**src/rtl/din_debounce_pkg.sv**
```systemverilog
// debounce_defs: shared state encodings and defaults for input debouncers
package debounce_defs;
  typedef enum logic [1:0] {
    ST_LO  = 2'b00,
    CHK_HI = 2'b01,
    ST_HI  = 2'b11,
    CHK_LO = 2'b10
  } state_t;
  localparam int DEF_STABLE_CYCLES = 4;
endpackage

```
**src/rtl/sync_2ff.sv**
```systemverilog
// sync_2ff: two-flop synchronizer for a single asynchronous input
module sync_2ff (
  input  logic clk,
  input  logic rst_n,
  input  logic d,
  output logic q
);
  logic s1;
  always_ff @(posedge clk or negedge rst_n)
    if (!rst_n) {q, s1} <= 2'b00;
    else        {q, s1} <= {s1, d};
endmodule

```
**src/rtl/din_debounce.sv**
```systemverilog
// din_debounce: synchronize and glitch-filter din into q_db with edge pulses
module din_debounce
  import debounce_defs::*;
#(
  parameter int STABLE_CYCLES = DEF_STABLE_CYCLES,
  parameter int CNT_W = 8
) (
  input  logic clk,
  input  logic rst_n,
  input  logic din,
  output logic q_db,
  output logic rise,
  output logic fall,
  output logic busy
);
  localparam logic [CNT_W-1:0] LAST = CNT_W'(STABLE_CYCLES - 1);
  logic s2;
  logic [CNT_W-1:0] cnt;
  state_t state;
  sync_2ff u_sync (.clk(clk), .rst_n(rst_n), .d(din), .q(s2));
  assign busy = (state == CHK_HI) || (state == CHK_LO);
  // the count restarts on every CHK entry, so it never exceeds LAST
  always_ff @(posedge clk or negedge rst_n)
    if (!rst_n) begin
      state <= ST_LO;
      cnt   <= '0;
      q_db  <= 1'b0;
      rise  <= 1'b0;
      fall  <= 1'b0;
    end else begin
      rise <= 1'b0;
      fall <= 1'b0;
      case (state)
        ST_LO:
          if (s2) begin
            state <= CHK_HI;
            cnt   <= '0;
          end
        CHK_HI:
          if (!s2) begin
            state <= ST_LO;
            cnt   <= '0;
          end else if (cnt == LAST) begin
            state <= ST_HI;
            q_db  <= 1'b1;
            rise  <= 1'b1;
          end else cnt <= cnt + CNT_W'(1);
        ST_HI:
          if (!s2) begin
            state <= CHK_LO;
            cnt   <= '0;
          end
        CHK_LO:
          if (s2) begin
            state <= ST_HI;
            cnt   <= '0;
          end else if (cnt == LAST) begin
            state <= ST_LO;
            q_db  <= 1'b0;
            fall  <= 1'b1;
          end else cnt <= cnt + CNT_W'(1);
      endcase
    end
endmodule

```
**config.mk**
```make
export PLATFORM = sky130hd
export DESIGN_NAME = din_debounce
export DESIGN_NICKNAME = d
export VERILOG_FILES = /design/src/rtl/din_debounce_pkg.sv /design/src/rtl/sync_2ff.sv /design/src/rtl/din_debounce.sv
export SDC_FILE = /design/constraint.sdc
export NUM_CORES = 1
export LEC_CHECK = 0
export CORE_MARGIN = 5
export CORE_UTILIZATION = 35
export CTS_CLUSTER_SIZE = 10
export DETAILED_ROUTE_END_ITERATION = 7
export DONT_BUFFER_PORTS = 1
export MAX_ROUTING_LAYER = met4
export PLACE_DENSITY = 0.5
export SLEW_MARGIN = 25
export SYNTH_ARGS = -nofsm -noshare
export SYNTH_HDL_FRONTEND = slang
export SYNTH_SLANG_ARGS = --single-unit
```
**constraint.sdc**
```tcl
create_clock -name clk -period 2.4 [get_ports clk]
set_clock_uncertainty 0.15 [all_clocks]
set_input_delay 0.48 -clock clk [delete_from_list [all_inputs] [get_ports clk]]
set_output_delay 0.48 -clock clk [all_outputs]
set_load 0.01 [all_outputs]
```
== Yosys cells after proc, flatten, opt, wreduce, memory -nomap -nowiden ==
Cells that the tools add are included.

* Add/sub/neg operators: 1
* Multipliers: 0
* Div/mod/pow operators: 0
* Order comparisons: 0
* Equal/unequal tests: 12
* Shift operators: 0
* Multiplexer cells: 23
* Bitwise logic cells: 0
* Reductions and logical operators: 6

{| class="wikitable"
|+ Operators by type and width
! operator !! number
|-
| 8-bit two-way mux || 5
|-
| 8-bit case mux with 4 select lines || 1
|-
| 2-bit two-way mux || 6
|-
| 1-bit two-way mux || 9
|-
| 8-bit by 1-bit adder with 8-bit output, second input constant || 1
|-
| 8-bit by 2-bit == test with 1-bit output, second input constant || 1
|-
| 2-bit by 1-bit inequality test with 1-bit output, second input constant || 4
|-
| 2-bit case mux with 4 select lines || 1
|-
| 5-bit AND reduction || 1
|-
| 2-bit == test, second input constant || 2
|-
| 2-bit inequality test, second input constant || 2
|-
| 4-bit AND reduction || 1
|-
| 3-bit by 1-bit inequality test with 1-bit output, second input constant || 1
|-
| 3-bit inequality test, second input constant || 1
|-
| 2-bit by 1-bit == test with 1-bit output, second input constant || 1
|-
| 2-bit logical NOT || 1
|-
| 1-bit case mux with 2 select lines || 1
|-
| 2-bit AND reduction || 1
|-
| 2-bit nonzero test || 1
|-
| 1-bit logical OR || 1
|}

* Register bits after elaboration: 15
* Latch bits: 0
* RAM bits: 0
* ROM bits: 0
* Input bits: 3
* Output and inout bits: 4
* Word-level logic and storage cells: 49
* Memories kept: 0

== Depth between registers and ports, before layout ==
* Word-level depth: 4
* Mapped depth: 7
* Depth with buffers taken out: 6

== By module ==
Synthesis repeated with hierarchy kept, for this count alone.

* Cell total of the unflattened synthesis: 74
* Area, all modules: 844.6 µm²

{| class="wikitable"
|+ Modules (own cells, without submodules)
! module !! instances !! cells each !! area each (µm²) !! sequential area each (µm²)
|-
| din_debounce || 1 || 72 || 794.5 || 325.3
|-
| sync_2ff || 1 || 2 || 50.0 || 50.0
|}

== Worst setup path before layout ==
No wires, ideal clock.

* Kind: register to register
* From: reg state[0]
* To: reg cnt[2]
* Setup time: 0.131 ns
* Data arrival time: 1.536 ns
* Required time: 2.119 ns
* Path slack: 0.583 ns
* Stages on the path, launching flop included: 8
* Buffers on the path: 1
* Clock period less this slack: 1.817 ns
* Cells stage by stage: dfrtp_1 inv_1 ha_1 buf_2 a211oi_1 a21o_1 o21bai_1 nor2_1

* Cells in the longest elaborated chain, start to end: 3
* Elaborated cells between the ends (all ways): 8
* Those cells by class: eq/ne: 5; mux: 1; reduce/logical: 2

{| class="wikitable"
|+ Ends and longest elaborated chain
! item !! RTL line !! text
|-
| start: declaration || din_debounce.sv:19 || <nowiki>state_t state;</nowiki>
|-
| start signal: assignment || din_debounce.sv:25 || <nowiki>state <= ST_LO;</nowiki>
|-
| start signal: assignment || din_debounce.sv:36 || <nowiki>state <= CHK_HI;</nowiki>
|-
| start signal: assignment || din_debounce.sv:41 || <nowiki>state <= ST_LO;</nowiki>
|-
| 2-bit == test / 2-bit logical NOT (equally long branches) || din_debounce.sv:33 || <nowiki>case (state)</nowiki>
|-
| 2-bit inequality test (no source line) / 2-bit by 1-bit inequality test with 1-bit output (equally long branches) || n/a ||
|-
| 2-bit AND reduction (no source line) || n/a ||
|-
| end signal: assignment || din_debounce.sv:47 || <nowiki>end else cnt <= cnt + CNT_W'(1);</nowiki>
|-
| end signal: assignment || din_debounce.sv:61 || <nowiki>end else cnt <= cnt + CNT_W'(1);</nowiki>
|-
| end: declaration || din_debounce.sv:18 || <nowiki>logic [CNT_W-1:0] cnt;</nowiki>
|}

Several ways; a longest one is shown, not always the timed one.
A chain may end at the register's enable or synchronous reset.

== Worst setup path after layout ==
* From: reg state[0]
* To: reg cnt[4]

Same word-level chain as after synthesis.

==> impl_metrics.csv <==
group,metric,value,unit
sta,rsz_0062_raised_after_global_routing,"no",
cts,cts-htree-levels,1,
sta,worst_pin_slew,0.6751,ns
power,totalPowerFinal,0.8646,mW
synthesis,synth_nets,95,
run,max_cap_viol_count,0,
cts,cts_num_sinks,15,
critical_path,critical-path-slowest-cell,"ha_1",
cts,clockRootBuffer,"clkbuf_4",
critical_path,worst-path-max-fanout,9,
synthesis,synth_area,858.3,sq um
power,power_per_cell_area,950.5,nW/um^2
cts,postCtsSetupRepairBufs,0,
drt,routed_wirelength_normalized_by_instance_count,12.81,um
critical_path,crit_buf_inv,1,
critical_path,worstPathCellList,"inv_1 -> ha_1 -> a211oi_1 -> a21o_1 -> o21bai_1 -> nor2_1",
sta,worst_relative_slew_slack,0.5484,
synthesis,synthCells,86,
floorplan,floorplan.die_area,3543,sq um
drt,detail-route-antenna-nets,0,
synthesis,yosys.cell_types.count,28,
sta,period_share,0.7939,
sta,final_period_minus_worst_setup_slack,1.905,ns
finish,number_of_nets_in_the_final_layout,98,
sta,drv_slew,0,
grt,first_global_vias,618,
critical_path,crit_path_end_kind,"flop",
critical_path,path_class,"flop to flop",
critical_path,required,2.43,ns
grt,pin_count_of_the_biggest_net_entering_global_routing,16,
drt,first_pass_iters,5,
grt,grt_use_total,0.1054,
critical_path,setup.worst_path.start_class,"flop",
sta,fin_setup_tns,0,ns
floorplan,floorplan.die.width,59.52,um
critical_path,cp.arrival,1.93,ns
finish,post_route_cells_drive_above_1_share,0.1136,
place,dp.final_hpwl,1125,um
outcome,run_status,"complete, no violations",
cts,cts_inserted_buffers,3,
floorplan,pin_count,7,
sta,worst_hold_slack,0.07499,ns
finish,final_common_cell,"dfrtp_1",
synthesis,yosys_warnings,0,
finish,layout.cell_area.non_filler,909.6,sq um
power,p_leak,0.4004,nW
synthesis,synth_area_per_cell,9.981,sq um
floorplan,initial_utilization,0.3562,
min_path,hold_path_class,"input port to flop",
finish,antennaDiodeCount,0,
power,vdd_ir_drop_max,0.5120,mV
sta,final-setup-viol-count,0,
finish,final_cell_mix,"dfrtp_1 (15), nor2_1 (12), a21oi_1 (6), xnor2_1 (6), ha_1 (6)",
place,gp_routability_congestion,0.7468,
floorplan,chipHeight,59.52,um
floorplan,floorplan.core_area,2410,sq um
finish,utilization,0.3775,
grt,grt-ovfl-total,0,
cts,cts.clk_slew.worst_paths,0.10,ns
grt,grt_first_pass_wirelength,2746,um
place,port_buffer_count,0,
synthesis,ys_seq_elements,15,
floorplan,core.rowCount,18,
cts,cells_resized_by_post_cts_repair,0,
cts,worstSkewPairLatency,0.29,ns
synthesis,yosysSeqAreaShare,0.4373,
critical_path,cp_delay_by_family_top,"compound AO/OA/AOI/OAI gates",
drt,route.final.wire_length,1511,um
drt,via_per_inst,4.958,
drt,initialDrtViolationCount,9,
cts,cts-root-to-sink-buffers,2,
grt,number_of_antenna_violations_at_the_first_check_in_global_routing,0,
sta,max_freq,524.8,MHz
place,area_post_placement,872.1,sq um
cts,tritoncts,"done",
sta,hold_viol,0,
critical_path,critPathMaxStageDelay,0.45,ns
finish,synthToLayoutAreaGrowth,5.977,%
drt,drcViolationCount,0,
drt,route.vias.total,585,
[metal layers]
| metal | track usage | up-vias | routed length [um] |
|---|---|---|---|
| met5 | - | - | 0 |
| met4 | 0.03797 | 0 | 15 |
| met3 | 0.04139 | 2 | 78 |
| met2 | 0.1513 | 8 | 695 |
| met1 | 0.1337 | 281 | 722 |
| li1 | - | 294 | - |
[registers in the layout, indices dropped and copies added (netlist names)]
signal,cells
u_sync.q,1
u_sync.s1,1
fall,1
q_db,1
state,2
rise,1
cnt,8
[metrics by stage]
stage          cells  setup WS, ns
6_report         118        0.4946
5_1_grt          118        0.3607
4_1_cts          118        0.4787
3_5_place_dp     113        0.4732
3_3_place_gp     113        0.5064
2_1_floorplan     86        0.5832
[cells in the mapped netlist, drive strengths merged]
library cell / number / area (sq um)
nand2: 6 / 25.03
nor4b: 1 / 23.77
a211oi: 1 / 7.510
o21ai: 3 / 15.01
nand3: 4 / 20.02
nor2: 12 / 45.04
o21bai: 1 / 7.510
a311oi: 1 / 8.760
and3: 2 / 12.51
mux2: 2 / 26.27
nor3: 5 / 35.03
xnor2: 6 / 52.55
nand4: 1 / 6.260
mux2i: 2 / 20.02
a21o: 1 / 7.510
dfrtp: 15 / 375.4
and2: 1 / 6.260
a21oi: 7 / 38.79
inv: 5 / 18.77
buf: 3 / 23.77
nand3b: 1 / 7.510
ha: 6 / 75.07
[kinds of logic after synthesis]
kind of cell | share of synthesized area
xor+xnor | 0.06122
fa+ha+maj | 0.08746
mux | 0.05393
buf+inv | 0.04956
compound gates | 0.09914
flops | 0.4373
simple gates | 0.2114
[final cells by class]
type / instances / area (sq um)
clock inverter: 1 / 5.005
multi-input combinational: 63 / 440.4
fill: 242 / 1500
clock buffer: 3 / 22.52
inverter: 5 / 18.77
tap: 30 / 37.54
sequential: 15 / 375.4
timing repair buffer: 1 / 10.01
[path summary, 6_finish.rpt]
check | startpoint | end | slack, ns | cells past startpoint
min in group asynchronous | rst_n | cnt[4] | 0.50 | 1
worst max-delay path | state[0] | cnt[4] | 0.49 | 6
worst min-delay path | din | u_sync.s1 | 0.07 | 0
max in group asynchronous | rst_n | state[0] | 1.15 | 1
worst max register to register | state[0] | cnt[4] | 0.49 | 6
worst min register to register | u_sync.s1 | u_sync.q | 0.20 | 0
[what timing repair did]
action                                  4_1_cts  5_1_grt
endpoints found under the setup margin        0        0
hold buffers                                  1        0
endpoints found under the hold margin        15        0
[power by group]
group          internal [mW]  total [mW]  switching [mW]
logic                  0.153       0.389           0.236
registers              0.292       0.332          0.0397
clock network         0.0620       0.144          0.0819
total                  0.507       0.865           0.357
No activity file was read; power rests on OpenSTA's default activity.
